[src/rtl/wm8978_pkg.sv]
// Shared types and constants for the WM8978 register scheduler: FSM states,
// codec register addresses, word-length encoding and the register-word layout.
package wm8978_pkg;

  localparam int unsigned I2C_WORD_W = 16;
  localparam int unsigned REG_ADDR_W = 7;
  localparam int unsigned REG_DATA_W = 9;

  typedef enum logic [2:0] {
    ST_PWR_WAIT,
    ST_INIT_ISSUE,
    ST_INIT_WAIT,
    ST_ARB,
    ST_RUN_ISSUE,
    ST_RUN_WAIT
  } sched_state_e;

  typedef struct packed {
    logic [REG_ADDR_W-1:0] addr;
    logic [REG_DATA_W-1:0] data;
  } reg_word_t;

  localparam logic [REG_ADDR_W-1:0] R0_SOFT_RESET  = 7'd0;
  localparam logic [REG_ADDR_W-1:0] R1_PWR_MGMT1   = 7'd1;
  localparam logic [REG_ADDR_W-1:0] R2_PWR_MGMT2   = 7'd2;
  localparam logic [REG_ADDR_W-1:0] R3_PWR_MGMT3   = 7'd3;
  localparam logic [REG_ADDR_W-1:0] R4_AUDIO_IF    = 7'd4;
  localparam logic [REG_ADDR_W-1:0] R6_CLK_GEN     = 7'd6;
  localparam logic [REG_ADDR_W-1:0] R7_ADD_CTRL    = 7'd7;
  localparam logic [REG_ADDR_W-1:0] R10_DAC_CTRL   = 7'd10;
  localparam logic [REG_ADDR_W-1:0] R14_ADC_CTRL   = 7'd14;
  localparam logic [REG_ADDR_W-1:0] R44_INPUT_CTRL = 7'd44;
  localparam logic [REG_ADDR_W-1:0] R52_LOUT1_VOL  = 7'd52;
  localparam logic [REG_ADDR_W-1:0] R53_ROUT1_VOL  = 7'd53;
  localparam logic [REG_ADDR_W-1:0] R54_LOUT2_VOL  = 7'd54;
  localparam logic [REG_ADDR_W-1:0] R55_ROUT2_VOL  = 7'd55;

  // R4 WL field: 16/20/24/32-bit samples
  function automatic logic [1:0] wl_to_r4(input int unsigned wl);
    case (wl)
      20:      return 2'b01;
      24:      return 2'b10;
      32:      return 2'b11;
      default: return 2'b00;
    endcase
  endfunction

  function automatic logic [I2C_WORD_W-1:0] reg_word(input logic [REG_ADDR_W-1:0] addr,
                                                    input logic [REG_DATA_W-1:0] data);
    reg_word_t w;
    w.addr = addr;
    w.data = data;
    return I2C_WORD_W'(w);
  endfunction

endpackage

[src/rtl/wm8978_init_rom.sv]
// Power-up register table: soft reset, then master-mode 16-bit I2S with the
// ADC/DAC path and headphone/speaker outputs enabled.
module wm8978_init_rom
  import wm8978_pkg::*;
(
  input  logic [5:0]            index,
  output logic [I2C_WORD_W-1:0] word_c
);

  localparam logic [1:0] R4_WL = wl_to_r4(16);

  always_comb begin
    word_c = '0;
    case (index)
      6'd0:    word_c = reg_word(R0_SOFT_RESET,  9'h000);
      6'd1:    word_c = reg_word(R1_PWR_MGMT1,   9'h01B);
      6'd2:    word_c = reg_word(R2_PWR_MGMT2,   9'h1BF);
      6'd3:    word_c = reg_word(R3_PWR_MGMT3,   9'h06F);
      // BCP=0, LRP=0, WL, FMT=I2S, no channel swaps, stereo
      6'd4:    word_c = reg_word(R4_AUDIO_IF,    {2'b00, R4_WL, 2'b10, 3'b000});
      // MCLK/1, BCLK = MCLK/8, codec is clock master
      6'd5:    word_c = reg_word(R6_CLK_GEN,     9'h00D);
      6'd6:    word_c = reg_word(R7_ADD_CTRL,    9'h000);
      6'd7:    word_c = reg_word(R10_DAC_CTRL,   9'h008);
      6'd8:    word_c = reg_word(R14_ADC_CTRL,   9'h108);
      6'd9:    word_c = reg_word(R44_INPUT_CTRL, 9'h003);
      6'd10:   word_c = reg_word(R52_LOUT1_VOL,  9'h039);
      6'd11:   word_c = reg_word(R53_ROUT1_VOL,  9'h139);
      6'd12:   word_c = reg_word(R54_LOUT2_VOL,  9'h039);
      6'd13:   word_c = reg_word(R55_ROUT2_VOL,  9'h139);
      default: word_c = '0;
    endcase
  end

endmodule

[src/rtl/wm8978_reg_sched.sv]
// WM8978 control-plane scheduler: power-up wait, init-table replay, then
// round-robin runtime writes onto one I2C engine with NACK retry.
module wm8978_reg_sched
  import wm8978_pkg::*;
#(
  parameter int unsigned INIT_NUM  = 14,
  parameter int unsigned MAX_RETRY = 3,
  parameter logic [19:0] PWR_DLY   = 20'd500_000
) (
  input  logic                  clk,
  input  logic                  rst,
  input  logic                  req0_valid,
  input  logic [I2C_WORD_W-1:0] req0_word,
  output logic                  req0_ready,
  input  logic                  req1_valid,
  input  logic [I2C_WORD_W-1:0] req1_word,
  output logic                  req1_ready,
  output logic                  i2c_exec,
  output logic [I2C_WORD_W-1:0] i2c_word,
  input  logic                  i2c_done,
  input  logic                  i2c_nack,
  output logic                  init_done,
  output logic                  busy,
  output logic                  cfg_err
);

  localparam int unsigned IDX_W = 6;
  localparam int unsigned RTY_W = 3;
  localparam int unsigned CNT_W = 20;

  localparam logic [IDX_W-1:0] LAST_IDX = IDX_W'(INIT_NUM - 1);
  localparam logic [RTY_W-1:0] RTY_MAX  = RTY_W'(MAX_RETRY);
  localparam logic [CNT_W-1:0] CNT_END  = PWR_DLY - CNT_W'(1);

  sched_state_e          state_q, state_d;
  logic [CNT_W-1:0]      cnt_q, cnt_d;
  logic [IDX_W-1:0]      idx_q, idx_d;
  logic [RTY_W-1:0]      rty_q, rty_d;
  logic                  last_q, last_d;
  logic [I2C_WORD_W-1:0] word_q, word_d;
  logic                  exec_q, exec_d;
  logic                  ready0_q, ready0_d;
  logic                  ready1_q, ready1_d;
  logic                  init_done_q, init_done_d;
  logic                  busy_q, busy_d;
  logic                  err_q, err_d;

  logic [I2C_WORD_W-1:0] rom_word_c;
  logic                  retry_c;

  wm8978_init_rom u_rom (
    .index  (idx_q),
    .word_c (rom_word_c)
  );

  assign retry_c = i2c_nack && (rty_q < RTY_MAX);

  always_ff @(posedge clk or posedge rst) begin
    if (rst) begin
      state_q     <= ST_PWR_WAIT;
      cnt_q       <= '0;
      idx_q       <= '0;
      rty_q       <= '0;
      last_q      <= 1'b1;
      word_q      <= '0;
      exec_q      <= 1'b0;
      ready0_q    <= 1'b0;
      ready1_q    <= 1'b0;
      init_done_q <= 1'b0;
      busy_q      <= 1'b1;
      err_q       <= 1'b0;
    end else begin
      state_q     <= state_d;
      cnt_q       <= cnt_d;
      idx_q       <= idx_d;
      rty_q       <= rty_d;
      last_q      <= last_d;
      word_q      <= word_d;
      exec_q      <= exec_d;
      ready0_q    <= ready0_d;
      ready1_q    <= ready1_d;
      init_done_q <= init_done_d;
      busy_q      <= busy_d;
      err_q       <= err_d;
    end
  end

  always_comb begin
    state_d     = state_q;
    cnt_d       = cnt_q;
    idx_d       = idx_q;
    rty_d       = rty_q;
    last_d      = last_q;
    word_d      = word_q;
    exec_d      = 1'b0;
    ready0_d    = 1'b0;
    ready1_d    = 1'b0;
    init_done_d = init_done_q;
    err_d       = err_q;

    case (state_q)
      ST_PWR_WAIT: begin
        if (cnt_q == CNT_END) begin
          cnt_d   = '0;
          idx_d   = '0;
          state_d = ST_INIT_ISSUE;
        end else begin
          cnt_d = cnt_q + CNT_W'(1);
        end
      end

      ST_INIT_ISSUE: begin
        word_d  = rom_word_c;
        exec_d  = 1'b1;
        state_d = ST_INIT_WAIT;
      end

      ST_INIT_WAIT: begin
        if (i2c_done) begin
          if (retry_c) begin
            rty_d   = rty_q + RTY_W'(1);
            state_d = ST_INIT_ISSUE;
          end else begin
            rty_d = '0;
            if (i2c_nack) err_d = 1'b1;
            if (idx_q == LAST_IDX) begin
              init_done_d = 1'b1;
              state_d     = ST_ARB;
            end else begin
              idx_d   = idx_q + IDX_W'(1);
              state_d = ST_INIT_ISSUE;
            end
          end
        end
      end

      // requester 0 wins when alone or when requester 1 was served last
      ST_ARB: begin
        if (req0_valid && (!req1_valid || last_q)) begin
          word_d   = req0_word;
          ready0_d = 1'b1;
          last_d   = 1'b0;
          state_d  = ST_RUN_ISSUE;
        end else if (req1_valid) begin
          word_d   = req1_word;
          ready1_d = 1'b1;
          last_d   = 1'b1;
          state_d  = ST_RUN_ISSUE;
        end
      end

      ST_RUN_ISSUE: begin
        exec_d  = 1'b1;
        state_d = ST_RUN_WAIT;
      end

      ST_RUN_WAIT: begin
        if (i2c_done) begin
          if (retry_c) begin
            rty_d   = rty_q + RTY_W'(1);
            state_d = ST_RUN_ISSUE;
          end else begin
            rty_d = '0;
            if (i2c_nack) err_d = 1'b1;
            state_d = ST_ARB;
          end
        end
      end

      default: state_d = ST_PWR_WAIT;
    endcase

    busy_d = (state_d != ST_ARB);
  end

  assign req0_ready = ready0_q;
  assign req1_ready = ready1_q;
  assign i2c_exec   = exec_q;
  assign i2c_word   = word_q;
  assign init_done  = init_done_q;
  assign busy       = busy_q;
  assign cfg_err    = err_q;

endmodule

[config.mk]
export PLATFORM = sky130hd
export DESIGN_NAME = wm8978_reg_sched
export DESIGN_NICKNAME = d
export VERILOG_FILES = /design/src/rtl/wm8978_pkg.sv /design/src/rtl/wm8978_init_rom.sv /design/src/rtl/wm8978_reg_sched.sv
export SDC_FILE = /design/constraint.sdc
export NUM_CORES = 1
export LEC_CHECK = 0
export CAP_MARGIN = 0
export CORE_MARGIN = 2
export CORE_UTILIZATION = 50
export CTS_BUF_LIST = sky130_fd_sc_hd__clkbuf_4
export CTS_CLUSTER_DIAMETER = 200
export CTS_CLUSTER_SIZE = 12
export DETAILED_ROUTE_END_ITERATION = 8
export PLACE_DENSITY = 0.75
export SLEW_MARGIN = 10
export SYNTH_ARGS = -nofsm -noshare
export SYNTH_HDL_FRONTEND = slang
export SYNTH_SLANG_ARGS = --single-unit
[constraint.sdc]
create_clock -name clk -period 2.63 [get_ports clk]
set_input_delay 0.6575 -clock clk [delete_from_list [all_inputs] [get_ports clk]]
set_output_delay 0.6575 -clock clk [all_outputs]
set_load 0.02 [all_outputs]
==> Word-level counts from Yosys, hierarchy flattened <==
Memories as Yosys holds them, arrays and structs flattened.
Index checks and enable logic that the tools add are counted.
{ "classes": {"addsub": 3, "order_cmp": 1, "eq_ne": 13, "n_mux": 28, "bitwise_logic": 1, "reduce_logical": 17} }
{ "op_table": {"columns": ["operator", "n"], "rows": [
  ["$mux 16", 3],
  ["$pmux 16 s2", 1],
  ["$mux 6", 4],
  ["$mux 3", 7],
  ["$add 20x1->20 const B", 1],
  ["$eq 20x19->1 const B", 1],
  ["$mux 20", 1],
  ["$pmux 3 s6", 1],
  ["$pmux 6 s2", 1],
  ["$mux 1", 8],
  ["$ne 2x2->1 const B", 4],
  ["$reduce_and 4->1", 2],
  ["$add 6x1->6 const B", 1],
  ["$eq 3x2->1 const B", 2],
  ["$eq 3x3->1 const B", 2],
  ["$eq 6x4->1 const B", 1],
  ["$reduce_and 2->1", 3],
  ["$reduce_bool 2->1", 3],
  ["$reduce_and 5->1", 1],
  ["$mux 2", 2],
  ["$reduce_or 2->1", 2],
  ["$add 3x1->3 const B", 1],
  ["$eq 3x1->1 const B", 1],
  ["$logic_not 3->1", 1],
  ["other kinds (8)", 9]
]} }
{ "word_totals": {"register_bits": 55, "rom_bits": 240, "input_bits": 38, "out_inout_bits": 22, "elab_cells": 76, "mem_count": 1} }
{ "memory_table": {"columns": ["memory", "words", "width", "read_ports", "rd_ports_with_merged_regs", "wr", "line_no", "source"], "rows": [
  ["(name not given)", 16, 15, 1, 0, 0, "wm8978_init_rom.sv:14", "case (index)"]
]} }

==> Longest topological paths before layout <==
Gate-level depths: netlist (run 1).
{ "logic_depth": {"depth_word": 6, "ltp_mapped": 7, "mapped_depth_nobuf": 7} }

==> Cells and area by module <==
From an unflattened synthesis (run 1), not the netlist that was laid out.
{ "hier_totals": {"hier_cells": 351, "area_unflattened_um2": 3384.5} }
{ "modules_own_cells": {"columns": ["module", "n_inst", "cells_per_inst", "area_each_um2", "seq_area_each_um2"], "rows": [
  ["wm8978_reg_sched", 1, 284, 2894.0, 1378.8],
  ["wm8978_init_rom", 1, 67, 490.5, 0.0]
]} }

==> Worst setup path before layout (run 1) <==
OpenSTA, ideal clock, no wires.
{ "synth_timing": {"path_type": "register to register", "start": "reg idx_q[1]", "end": "reg idx_q[0]", "setup_ns": 0.096, "arrival_ns": 1.803, "required_time_ns": 2.534, "slack_ns": 0.732, "stages_incl_launch_ff": 7, "n_path_buf": 0, "synth_period_minus_slack_ns": 1.898, "cell_sequence": "dfrtp_1 > inv_1 > ha_1 > and4_1 > or4_1 > o31a_1 > o31ai_1"} }
{ "synth_via": {"elab_chain_len": 3} }
{ "synth_lines": {"columns": ["item", "line_no", "source"], "rows": [
  ["start, declared", "wm8978_reg_sched.sv:37", "logic [IDX_W-1:0] idx_q, idx_d;"],
  ["start signal, assigned", "wm8978_reg_sched.sv:75", "idx_q <= idx_d;"],
  ["$eq 6x4->1", "wm8978_reg_sched.sv:126", "if (idx_q == LAST_IDX) begin"],
  ["$ne 2x2->1 (no source line)", null, null],
  ["$reduce_and 5->1 (no source line)", null, null]
]} }
No other way between the ends.
A chain may end at the register's enable or synchronous reset.

==> Worst setup path in the final report (run 1) <==
{ "layout_timing": {"start": "reg busy_q (netlist: busy)", "end": "out busy"} }
{ "layout_lines": {"columns": ["item", "line_no", "source"], "rows": [
  ["start, declared", "wm8978_reg_sched.sv:45", "logic busy_q, busy_d;"],
  ["start signal, assigned", "wm8978_reg_sched.sv:83", "busy_q <= busy_d;"],
  ["end, declared", "wm8978_reg_sched.sv:23", "output logic busy,"]
]} }
No word-level cell between the ends.

==> flow_summary.toml, run 1 <==
[detailed_routing]
routedWlPerCell_um = 15.28
firstDrtPassIters = 4
routed_wl_mm = 7.030
vias = 2609
drc = 0
drt_iter0_markers = 92
ant_nets = 0
routed_via_density = 5.672

[critical_path]
path_class = "reg -> out"
cp_slowest_cell = "clkdlybuf4s50_1"
reg2reg_depth = 6
crit_fanout = 1
startpoint_type = "flip-flop"
reg2reg_to = "i2c_word[4]"
worst_path_largest_cell_delay_ns = 0.59
critPathTopFamily = "buffers and inverters"
reg2reg_from = "idx_q[2]"
arrival_ns = 1.50
regToRegSetupSlack_ns = 0.61
cp.required_ns = 1.97
cp_cell_sequence = "clkdlybuf4s50_1"
end_kind = "primary output"
path_buf_inv = 1

[global_route]
grt_pass1_vias = 2536
grt_pass1_wl_mm = 12.03
antenna_found_initial = 0
grt_max_degree = 35
grt_usage_pct = 20.35
grt_overflow = 0

[clock_tree]
clk_pin_slew_ns = 0.15
ctsHtreeMaxLevel = 2
cts-hold-fix-buffers = 0
cts-buffers-inserted = 5
clkLatencyLatePin_ns = 0.37
post_cts_buffers = 0
cts_root_buf = "clkbuf_4"
cts_resized = 0
cts_tree = "done"
cts_sinks = 55
clockBufferDepth = 2

[logic_synthesis]
synth-seq-cells = 55
yosys_warnings = 0
synth_cell_types = 68
syn_nets = 376
async_flop_share_pct = 100.0
synth.area.top_cells = "dfrtp_1 (40%), ha_1 (5.7%), mux2i_1 (5.5%)"
yosysTopAreaCellShare_pct = 40.24
syn_inst = 323
yosys.area.top_type = "dfrtp_1"
synth-seq-area-share_pct = 41.84
yosysMostFrequentCell = "dfrtp_1"
synth_area_um2 = 3296
synth_edf_count = 0
syn_avg_cell_area_um2 = 10.20
synth_common_cells = "dfrtp_1 (53), nand2_1 (33), nor2_1 (24)"
ys.flop_type = "dfrtp_1"

[timing]
finalCritPeriodShare_pct = 81.94
rsz0062_at_grt = "false"
max_slew_margin_pct = 49.75
finalMaxSlewViolations = 0
max_freq_ghz = 0.4640
setup_viol = 0
fin_crit_ns = 2.155
tns_ns = 0
finalClockSkew_ns = 0.005410
worst_pin_slew_ns = 0.7538
timing.final.hold_violations = 0

[place]
place_congestion = 0.8102
place_area_um2 = 3971
portBuffers = 59
dp_hpwl_mm = 5.171

[finish]
final_layout_size_suffix_gt1_share_pct = 12.27
final_area_um2 = 4029
nFillCells = 551
final_nets = 435
insertedDiodeCount = 0
area.sequential_um2 = 1379
multi_input_area_um2 = 1790
syn_to_final_growth_pct = 22.25

[die]
boundaryPins = 60
start_util_pct = 51.90
die_y_um = 85.19
die_area_um2 = 7256
die_w_um = 85.19
core_um2 = 6350
std_cell_rows = 29

[pwr]
leakagePower_uw = 0.001761
p_seq_share_pct = 40.3
p_comb_share_pct = 49.3
internal_power_uw = 2098
powerDensity_nw_per_um2 = 894.2
pwr-share-clk_pct = 10.4
sw_frac_of_total_pct = 41.76
switching_power_uw = 1504
peakVddDrop_uv = 518.7

[min_path]
hp-class = "reg -> reg"
min_to = "cnt_q[4]"
hold_start = "cnt_q[4]"
min_path_cells = 1

[outcome]
outcome = "finished clean"

[flow_run]
max-cap-violations = 0
power groups by stage:
stage	combinational (uW)	sequential (uW)	clock [uW]
6_report	1780	1450	376
4_1_cts	1790	1450	395
3_3_place_gp	1740	1450	0
3_5_place_dp	1780	1460	0
5_1_grt	1980	1490	421
2_1_floorplan	1130	1490	0
cell usage in the layout, fill, tap and decap left out, types with 12 or more instances in the layout:
cell type / count
ha_1: 15
nor2_1: 24
nand2_1: 33
a21oi_1: 14
clkdlybuf4s50_1: 59
nand3_1: 12
mux2i_1: 18
dfrtp_1: 53
area by class of cell:
| cell class | instances | area share, % |
|---|---|---|
| sequential | 55 | 34.22 |
| clock buffer | 6 | 1.118 |
| multi-input combinational | 244 | 44.44 |
| inverter | 10 | 0.9317 |
| timing repair buffer | 66 | 16.58 |
| clock inverter | 2 | 0.3106 |
| tap | 77 | 2.391 |
flip-flops by register name (all words and copies together) (netlist names):
signal,flops
cnt_q,20
state_q,3
rty_q,3
init_done,1
i2c_word,16
req1_ready,1
cfg_err,1
req0_ready,1
busy,1
i2c_exec,1
idx_q,6
last_q,1
worst max-delay path by stage:
stage                from  slack [ns]            to  depth (start not counted)
6_report             busy        0.47          busy                          1
5_1_grt          idx_q[2]        0.39   i2c_word[4]                          6
4_1_cts              busy        0.45          busy                          1
3_5_place_dp   req1_valid        0.21   i2c_word[5]                          7
3_3_place_gp   req1_valid        0.30  i2c_word[11]                          7
2_1_floorplan         rst        0.63       cfg_err                          1
per-layer routing:
metal | GRT usage, % | routed length [um]
met5 | 0 | 0
met4 | 4.762 | 82
met3 | 3.891 | 281
met2 | 34.23 | 3367
met1 | 27.31 | 3298
stage by stage:
| step | worst slack [ns] | util, % | std cells | total power [uW] | hold slack, ns |
|---|---|---|---|---|---|
| global placement | 0.3044 | 62.54 | 452 | 3194 | 0.4533 |
| floorplan | 0.6329 | - | 323 | 2624 | 0.4388 |
| global route | 0.3869 | 63.45 | 460 | 3890 | 0.4948 |
| CTS | 0.4505 | 63.45 | 460 | 3633 | 0.4817 |
| detailed placement | 0.2070 | 62.54 | 452 | 3240 | 0.4528 |
| finish | 0.4749 | 63.45 | 460 | 3602 | 0.4811 |
kinds of logic after synthesis:
logic type	after synthesis	synth area share, %
AND/OR/NAND/NOR	116	19.32
XOR/XNOR	14	3.721
flip-flops	55	41.84
AO/OA/AOI/OAI	70	15.91
buffers and inverters	24	3.835
multiplexers	29	9.681
adder cells (fa/ha/maj)	15	5.695
Power figures use the tool's default switching activity.
==> run 2, diff against run 1 <==
==> constraint.sdc (replaced) <==
create_clock -name clk -period 2.2 [get_ports clk]
set_input_delay 0.55 -clock clk [delete_from_list [all_inputs] [get_ports clk]]
set_output_delay 0.55 -clock clk [all_outputs]
set_load 0.02 [all_outputs]
==> flow_summary.toml, run 2 (synthesis gave the netlist of run 1 again) <==
[detailed_routing]
routedWlPerCell_um = 14.98
ant_nets = 0
drc = 0
routed_wl_mm = 6.997
drt_iter0_markers = 143
vias = 2643
routed_via_density = 5.660
firstDrtPassIters = 4

[timing]
fin_crit_ns = 2.056
tns_ns = 0
finalClockSkew_ns = 0.01226
finalMaxSlewViolations = 0
setup_viol = 0
rsz0062_at_grt = "false"
max_slew_margin_pct = 64.37
worst_pin_slew_ns = 0.5344
timing.final.hold_violations = 0
finalCritPeriodShare_pct = 93.46
max_freq_ghz = 0.4864

[critical_path]
cp.required_ns = 1.65
reg2reg_to = "i2c_word[9]"
regToRegSetupSlack_ns = 0.31
crit_fanout = 1
reg2reg_from = "idx_q[0]"
cp_cell_sequence = "clkdlybuf4s50_1"
critPathTopFamily = "buffers and inverters"
cp_slowest_cell = "clkdlybuf4s50_1"
reg2reg_depth = 5
worst_path_largest_cell_delay_ns = 0.59
end_kind = "primary output"
path_class = "reg -> out"
arrival_ns = 1.51
path_buf_inv = 1
startpoint_type = "flip-flop"

[clock_tree]
cts_tree = "done"
clk_pin_slew_ns = 0.16
cts_sinks = 55
ctsHtreeMaxLevel = 2
cts_root_buf = "clkbuf_4"
post_cts_buffers = 0
cts_resized = 0
cts-buffers-inserted = 5
clockBufferDepth = 2
clkLatencyLatePin_ns = 0.37
cts-hold-fix-buffers = 0

[min_path]
min_path_cells = 1
hold_start = "cnt_q[4]"
hp-class = "reg -> reg"
min_to = "cnt_q[4]"

[finish]
largest_register = "cnt_q"
fin_cells = 467
insertedDiodeCount = 0
final_nets = 442
syn_to_final_growth_pct = 25.66
finish.utilization_pct = 65.22
largest_register_ffs = 20
final_layout_size_suffix_gt1_share_pct = 13.85
layout_common_cells = "clkdlybuf4s50_1 (59), dfrtp_1 (53), nand2_1 (33)"
layout_commonest_cell = "clkdlybuf4s50_1"

[pwr]
pwr-share-clk_pct = 15.0
sw_frac_of_total_pct = 39.15
p_seq_share_pct = 36.5
internal_power_uw = 2791
p_comb_share_pct = 48.5
leakagePower_uw = 0.001825
powerDensity_nw_per_um2 = 1108
switching_power_uw = 1796
peakVddDrop_uv = 669.2

[die]
core_um2 = 6350
die_w_um = 85.19
die_y_um = 85.19
start_util_pct = 51.90
boundaryPins = 60
std_cell_rows = 29
die_area_um2 = 7256

[global_route]
grt_usage_pct = 20.23
antenna_found_initial = 0
met2_usage_pct = 33.74
grt_max_degree = 56
grt_pass1_wl_mm = 12.16
met3_usage_pct = 2.821
top_usage_layer = "met2"
grt_pass1_vias = 2634
grtUsageMet1_pct = 28.19
grt_overflow = 0

[flow_run]
max-cap-violations = 0

[outcome]
outcome = "finished clean"

[place]
dp_hpwl_mm = 5.163
place_congestion = 0.8415
portBuffers = 59
placed_cells = 459
run 2: cell count changes in the layout (fill, tap and decap cells not counted), sizes merged:
cell and delta:
clkinv -1, buf +7, clkinvlp -1, bufinv +2
run 2: metrics by stage:
stage	total power [uW]	area [um2]	hold WS, ns	worst slack, ns
floorplan	3137	3296	0.4388	0.3017
global placement	3885	4036	0.4590	0.07693
detailed placement	3918	4036	0.4648	0.01364
CTS	4626	4141	0.4856	0.1239
global route	4937	4141	0.5126	0.08872
finish	4587	4141	0.4816	0.1439
run 2: how the worst max path moves through the flow:
stage / slack [ns] / startpoint / depth (start not counted) / to
6_report: 0.14 / busy / 1 / busy
5_1_grt: 0.09 / busy / 1 / busy
4_1_cts: 0.12 / busy / 1 / busy
3_5_place_dp: 0.01 / req1_valid / 7 / i2c_word[9]
3_3_place_gp: 0.08 / req1_valid / 7 / i2c_word[3]
2_1_floorplan: 0.30 / idx_q[1] / 6 / idx_q[0]
run 2: power by group through the flow:
stage / Combinational [uW] / Sequential, uW / Clock, uW
6_report: 2220 / 1680 / 687
5_1_grt: 2460 / 1730 / 744
4_1_cts: 2240 / 1680 / 705
3_5_place_dp: 2230 / 1690 / 0
3_3_place_gp: 2190 / 1690 / 0
2_1_floorplan: 1360 / 1780 / 0
run 2: metal layers:
| layer | share of wire [%] | vias to the layer above |
|---|---|---|
| met5 | 0 | - |
| met2 | 49 | 55 |
| met4 | 0.91 | 0 |
| li1 | - | 1306 |
| met3 | 3.8 | 7 |
| met1 | 46 | 1275 |
run 2: cell type report:
class	count	area, um2
Tap cell	77	96.34
Clock inverter	2	60.06
Timing Repair Buffer	73	733.2
Multi-Input combinational cell	244	1790
Inverter	10	37.54
Clock buffer	6	45.04
Fill cell	493	2208
Sequential cell	55	1379
